[src/rtl/pwm_fan_ctrl_multi_if.sv]
// Register-side bundle of the multi-channel fan PWM: control levels in, PWM pins and readback out.
interface pwm_fan_ctrl_multi_if #(
  parameter int NUM_CH  = 4,
  parameter int CNT_W   = 8,
  parameter int PRESC_W = 8
);
  // No valid/ready pair: every control input is a level sampled on each clk edge,
  // and a new duty or period is taken up only at the next period wrap.
  logic                      enable;
  logic [PRESC_W-1:0]        prescale;
  logic [CNT_W-1:0]          period;
  logic [NUM_CH*CNT_W-1:0]   duty;
  logic [NUM_CH-1:0]         pwm_out;
  logic                      period_start;
  logic [NUM_CH*CNT_W-1:0]   duty_active;

  modport master (
    output enable, prescale, period, duty,
    input  pwm_out, period_start, duty_active
  );

  modport slave (
    input  enable, prescale, period, duty,
    output pwm_out, period_start, duty_active
  );
endinterface

[src/rtl/pwm_fan_ctrl_multi.sv]
// N-channel fan PWM: shared prescaler and period counter, shadowed period/duty,
// optional per-channel soft-start ramp applied once per period.
module pwm_fan_ctrl_multi #(
  parameter int NUM_CH    = 4,
  parameter int CNT_W     = 8,
  parameter int PRESC_W   = 8,
  parameter int RAMP_STEP = 0
) (
  input  logic                 clk,
  input  logic                 rst_n,
  pwm_fan_ctrl_multi_if.slave  bus
);

  localparam int STEP_MAX = (1 << CNT_W) - 1;
  localparam int STEP_INT = (RAMP_STEP > STEP_MAX) ? STEP_MAX : RAMP_STEP;
  localparam logic [CNT_W-1:0] STEP = CNT_W'(STEP_INT);

  logic [PRESC_W-1:0] presc_cnt;
  logic [CNT_W-1:0]   cnt;
  logic [CNT_W-1:0]   period_sh;
  logic [CNT_W-1:0]   target     [NUM_CH];
  logic [CNT_W-1:0]   active     [NUM_CH];
  logic [CNT_W-1:0]   active_nxt [NUM_CH];
  logic [NUM_CH-1:0]  pwm_q;
  logic               period_start_q;
  logic               en_d;
  logic               rise;
  logic               tick;
  logic               wrap;

  assign rise = bus.enable && !en_d;
  assign tick = bus.enable && (presc_cnt == bus.prescale);
  // An enable rise is handled exactly like a wrap so the first period is a full one.
  assign wrap = rise || (tick && (cnt >= period_sh));

  // Ramp toward the previously latched target; differences are taken in the
  // direction that cannot underflow, so no extra carry bit is needed.
  always_comb begin
    for (int i = 0; i < NUM_CH; i++) begin
      active_nxt[i] = target[i];
      if (RAMP_STEP != 0) begin
        if (active[i] < target[i]) begin
          active_nxt[i] = active[i] +
            (((target[i] - active[i]) > STEP) ? STEP : (target[i] - active[i]));
        end else if (active[i] > target[i]) begin
          active_nxt[i] = active[i] -
            (((active[i] - target[i]) > STEP) ? STEP : (active[i] - target[i]));
        end
      end
    end
  end

  always_ff @(posedge clk or negedge rst_n) begin
    if (!rst_n) begin
      presc_cnt      <= '0;
      cnt            <= '0;
      period_sh      <= '0;
      en_d           <= 1'b0;
      pwm_q          <= '0;
      period_start_q <= 1'b0;
      for (int i = 0; i < NUM_CH; i++) begin
        target[i] <= '0;
        active[i] <= '0;
      end
    end else begin
      en_d           <= bus.enable;
      period_start_q <= wrap;

      if (!bus.enable || rise) begin
        presc_cnt <= '0;
        cnt       <= '0;
      end else begin
        presc_cnt <= (presc_cnt >= bus.prescale) ? '0 : presc_cnt + 1'b1;
        if (tick) begin
          cnt <= (cnt >= period_sh) ? '0 : cnt + 1'b1;
        end
      end

      if (wrap) begin
        period_sh <= bus.period;
        for (int i = 0; i < NUM_CH; i++) begin
          target[i] <= bus.duty[i*CNT_W +: CNT_W];
          active[i] <= active_nxt[i];
        end
      end

      for (int i = 0; i < NUM_CH; i++) begin
        pwm_q[i] <= bus.enable && (cnt < active[i]);
      end
    end
  end

  assign bus.pwm_out      = pwm_q;
  assign bus.period_start = period_start_q;

  for (genvar g = 0; g < NUM_CH; g++) begin : g_readback
    assign bus.duty_active[g*CNT_W +: CNT_W] = active[g];
  end

endmodule

[src/flat_wrapper.sv]
// flat-port wrapper written by rule: the top's interface ports become plain ports
module pwm_fan_ctrl_multi_flat 
#(
  parameter int NUM_CH    = 4,
  parameter int CNT_W     = 8,
  parameter int PRESC_W   = 8,
  parameter int RAMP_STEP = 0
)
  (clk, rst_n, bus_enable, bus_prescale, bus_period, bus_duty, bus_pwm_out, bus_period_start, bus_duty_active);
  pwm_fan_ctrl_multi_if #(.NUM_CH(NUM_CH), .CNT_W(CNT_W), .PRESC_W(PRESC_W)) bus_i ();
  input  logic clk;
  input  logic rst_n;
  input wire logic [$bits(bus_i.enable)-1:0] bus_enable;
  input wire logic [$bits(bus_i.prescale)-1:0] bus_prescale;
  input wire logic [$bits(bus_i.period)-1:0] bus_period;
  input wire logic [$bits(bus_i.duty)-1:0] bus_duty;
  output wire logic [$bits(bus_i.pwm_out)-1:0] bus_pwm_out;
  output wire logic [$bits(bus_i.period_start)-1:0] bus_period_start;
  output wire logic [$bits(bus_i.duty_active)-1:0] bus_duty_active;
  assign bus_i.enable = bus_enable;
  assign bus_i.prescale = bus_prescale;
  assign bus_i.period = bus_period;
  assign bus_i.duty = bus_duty;
  assign bus_pwm_out = bus_i.pwm_out;
  assign bus_period_start = bus_i.period_start;
  assign bus_duty_active = bus_i.duty_active;
  pwm_fan_ctrl_multi #(.NUM_CH(NUM_CH), .CNT_W(CNT_W), .PRESC_W(PRESC_W), .RAMP_STEP(RAMP_STEP)) u_core (.clk(clk), .rst_n(rst_n), .bus(bus_i));
endmodule
[config.mk]
export PLATFORM = sky130hd
export DESIGN_NAME = pwm_fan_ctrl_multi_flat
export DESIGN_NICKNAME = d
export VERILOG_FILES = /design/src/rtl/pwm_fan_ctrl_multi_if.sv /design/src/rtl/pwm_fan_ctrl_multi.sv /design/src/flat_wrapper.sv
export SDC_FILE = /design/constraint.sdc
export NUM_CORES = 1
export LEC_CHECK = 0
export CAP_MARGIN = 20
export CORE_ASPECT_RATIO = 0.75
export CORE_MARGIN = 3
export CORE_UTILIZATION = 55
export DETAILED_ROUTE_END_ITERATION = 12
export PLACE_DENSITY = 0.78
export SYNTH_ARGS = -nofsm -noshare
export SYNTH_HDL_FRONTEND = slang
export SYNTH_SLANG_ARGS = --single-unit
[constraint.sdc]
create_clock -name clk -period 3.2 [get_ports clk]
set_clock_uncertainty 0.15 [all_clocks]
set_input_delay 0.32 -clock clk [delete_from_list [all_inputs] [get_ports clk]]
set_output_delay 0.32 -clock clk [all_outputs]
set_load 0.02 [all_outputs]
==> qor.log <==
[power_and_ir_drop] power density cells 465 nW/um^2
[clock_tree] # resized after CTS 0
[logic_synthesis] sequential fraction of the synthesis area 41.5%
[logic_synthesis] total of flip-flops plus latches after synthesis 94
[timing] worst-case headroom to the max-slew limit 55.3%
[final_layout] NumNets Final 700
[clock_tree] clock root buffer sky130_fd_sc_hd__clkbuf_16
[routing] number of nets with antenna violations after detailed routing 0
[grt] global-route usage over all layers 23.7%
[logic_synthesis] combined area of all synthesized cells 5660 sq um
[grt] antenna violations before repair 0
[timing] minimum period implied by the final worst setup slack 2500 ps
[floorplanning] standard-cell rows 31
[clock_tree] clock buffers created by TritonCTS 9
[routing] wire length reported by the detailed router 13200 um
[clock_tree] H-tree level count 3
[floorplanning] overall die area 11600 sq um
[routing] routed wirelength normalized by instance count 17.9 um
[placed_design] Detail Placement HPWL 8780 um
[power_and_ir_drop] cell internal pwr 2.27 mW
[grt] total global routing overflow 0
[worst_setup_path] worst-case register-to-register setup slack 700 ps
[power_and_ir_drop] fraction of power consumed by combinational cells 23.8%
[grt] maximum number of pins on one net before global-route repair 74
[power_and_ir_drop] switching power share of the total 29.2%
[final_layout] ANT cells 0
[timing] RSZ-0062 raised after global routing false
[timing] Worst Max-Slew Pin Slew 670 ps
[logic_synthesis] Post-Synthesis Cells 528
[hold_path] hold crit path type flip-flop to flip-flop
[clock_tree] hold-fix buffer count after cts 1
[routing] First-pass DRT Iterations 5
[logic_synthesis] number of distinct library cell variants in the gate-level netlist after synthesis 41
[floorplanning] I/O pin cnt 88
[clock_tree] clk slew on worst S/H paths 70 ps
[clock_tree] clock latency on the worst-skew pair 350 ps
[grt] GR Layer Usage met1 33.3%
[clock_tree] largest buffer count on any clock path 2
[grt] Most Used Layer, Global Route met2
[timing] Post-Route Setup TNS 0 ps
[final_layout] fraction of layout instances using a drive strength above 1 5.92%
[timing] number of pins exceeding their max-slew limit in the final report 0
[worst_setup_path] path type of the worst setup path flip-flop to flip-flop
[routing] total via count after detailed routing 4510
[placed_design] placed insts 723
[run_status] result of the run complete, no violations
[routing] via count normalized by instance count 6.09
[logic_synthesis] top cells by area in the synthesized netlist sky130_fd_sc_hd__dfrtp_1 42%, sky130_fd_sc_hd__ha_1 10%, sky130_fd_sc_hd__a211o_1 6.3%
[power_and_ir_drop] part of the total power dissipated in sequential elements 45.7%
[final_layout] post-route non-filler standard cell count 740
[power_and_ir_drop] leakage dissipation 3.32 nW
[final_layout] signed area change from the synthesized netlist to the final layout 21.6%
[logic_synthesis] count of flip-flops with a built-in enable after synthesis 0
[logic_synthesis] number of nets in the synthesized netlist 625
[routing] DRT iter0 DRCs 312
[final_layout] commonest non-fill, non-tap cell in the layout sky130_fd_sc_hd__dfrtp_1
[placed_design] GP Congestion 0.839
[timing] final count of hold timing violations 0
[timing] final critical-path share of the clock period 78.1%
[floorplanning] die width 123 um
[worst_setup_path] Arrival @ worst endpoint 2580 ps
[grt] met2 Use GR 37.1%
[power_and_ir_drop] Net Sw Power 0.936 mW
[floorplanning] placeable core area 9850 sq um
[clock_tree] clk sink count 94
[power_and_ir_drop] VDD IR-drop max 0.000323 V
[logic_synthesis] Post-synth top flop sky130_fd_sc_hd__dfrtp_1
[power_and_ir_drop] clock network power share 30.5%
[logic_synthesis] YS warnings 0
[grt] global-route wire length before repair 21400 um
[timing] f_max 0.400 GHz
[worst_setup_path] element type at the critical path end flip-flop
[grt] number of global-route vias before repair 4284
[logic_synthesis] top cell type's share of synthesized area 41.5%
[job] max-cap viol count 0
[logic_synthesis] async set-or-reset flop fraction in the synthesized netlist 100%
[floorplanning] initial cell density of the core 57.5%
[clock_tree] Setup Fix Bufs, Post-CTS 0
[worst_setup_path] startpoint class of the critical path flip-flop
[logic_synthesis] largest area contributor in the synthesized netlist sky130_fd_sc_hd__dfrtp_1
[grt] GR Layer Usage met3 5.18%
[routing] Residual DRC 0
[logic_synthesis] mean instance size in the synthesized netlist 10.7 sq um
[clock_tree] CTS tree yes
[worst_setup_path] maximum net fanout on the critical path 72
[timing] setup-violating endpoint count in the final report 0
[final_layout] commonest non-fill, non-tap cells in the layout 94 x sky130_fd_sc_hd__dfrtp_1, 86 x sky130_fd_sc_hd__clkdlybuf4s50_1, 48 x sky130_fd_sc_hd__inv_1
[worst_setup_path] Required @ worst endpoint 3280 ps
[placed_design] number of I/O port buffers 87
[floorplanning] die extent in y 93.9 um
cell families (layout without fill, tap and decap cells):
group | after synthesis | after routing | share of synthesized area (%)
compound gates | 203 | 203 | 29.6
simple gates | 98 | 98 | 10.2
flops | 94 | 94 | 41.5
buf+inv | 80 | 160 | 7.40
fa+ha+maj | 46 | 46 | 10.2
xor+xnor | 6 | 6 | 0.928
mux | 1 | 1 | 0.177
stage by stage:
stage	hold WS, ps	utilization, %	cell area (sq um)	worst slack (ps)	total power, mW
detailed placement	246	67.1	6610	357	2.25
floorplan	-126	-	5660	985	1.91
global route	399	69.9	6890	580	3.36
global placement	247	67.1	6610	458	2.22
finish	362	69.9	6890	700	3.20
CTS	366	69.9	6890	722	3.23
state kept, by name, indices dropped and copies added (netlist names):
signal,count
u_core.bus.pwm_out,4
u_core.en_d,1
u_core.bus.period_start,1
u_core.period_sh,8
u_core.presc_cnt,8
u_core.cnt,8
u_core.bus.duty_active,32
u_core.active_nxt,32
cells in the mapped netlist, drive strengths merged, types with 11 or more instances:
cell / n
a21o: 11
nand3: 12
dfrtp: 94
a211o: 41
nor2: 14
o21a: 41
a221o: 31
buf: 19
ha: 46
and2: 42
a21oi: 14
inv: 48
clkbuf: 13
a22o: 31
per-layer routing:
layer / share of wire [%] / vias up
li1: - / 2125
met1: 47 / 2253
met2: 46 / 118
met3: 5.2 / 14
met4: 1.3 / 0
met5: 0 / -
final cells by class:
| type | instances | area (sq um) |
|---|---|---|
| Sequential cell | 94 | 2350 |
| Tap cell | 132 | 165 |
| Clock inverter | 7 | 41.3 |
| Clock buffer | 9 | 225 |
| Inverter | 48 | 180 |
| Timing Repair Buffer | 96 | 1010 |
| Fill cell | 765 | 2970 |
| Multi-Input combinational cell | 354 | 2910 |
power groups by stage:
stage	clock (mW)	sequential (mW)	combinational, mW
detailed placement	0	1.48	0.763
CTS	0.999	1.46	0.768
global route	1.04	1.49	0.833
global placement	0	1.48	0.742
floorplan	0	1.53	0.376
finish	0.976	1.46	0.761
critical path, cell delays in order, from the launching register on:
cell and delay, ps:
sky130_fd_sc_hd__dfrtp_1 570, sky130_fd_sc_hd__ha_1 320, sky130_fd_sc_hd__nor4_4 280, sky130_fd_sc_hd__o21ai_2 140, sky130_fd_sc_hd__and4_4 210, sky130_fd_sc_hd__buf_12 180, sky130_fd_sc_hd__a22o_1 220, sky130_fd_sc_hd__a221o_1 260
path summary, 6_finish.rpt:
check / from / to / cells past startpoint
worst max-delay path: u_core.cnt[1] / u_core.active_nxt[13] / 7
worst min-delay path: u_core.active_nxt[1] / u_core.bus.duty_active[25] / 1
worst max register to register: u_core.cnt[1] / u_core.active_nxt[13] / 7
worst min register to register: u_core.active_nxt[1] / u_core.bus.duty_active[25] / 1
max in group asynchronous: rst_n / u_core.active_nxt[11] / 3
min in group asynchronous: rst_n / u_core.cnt[1] / 2
Power figures use the tool's default switching activity.
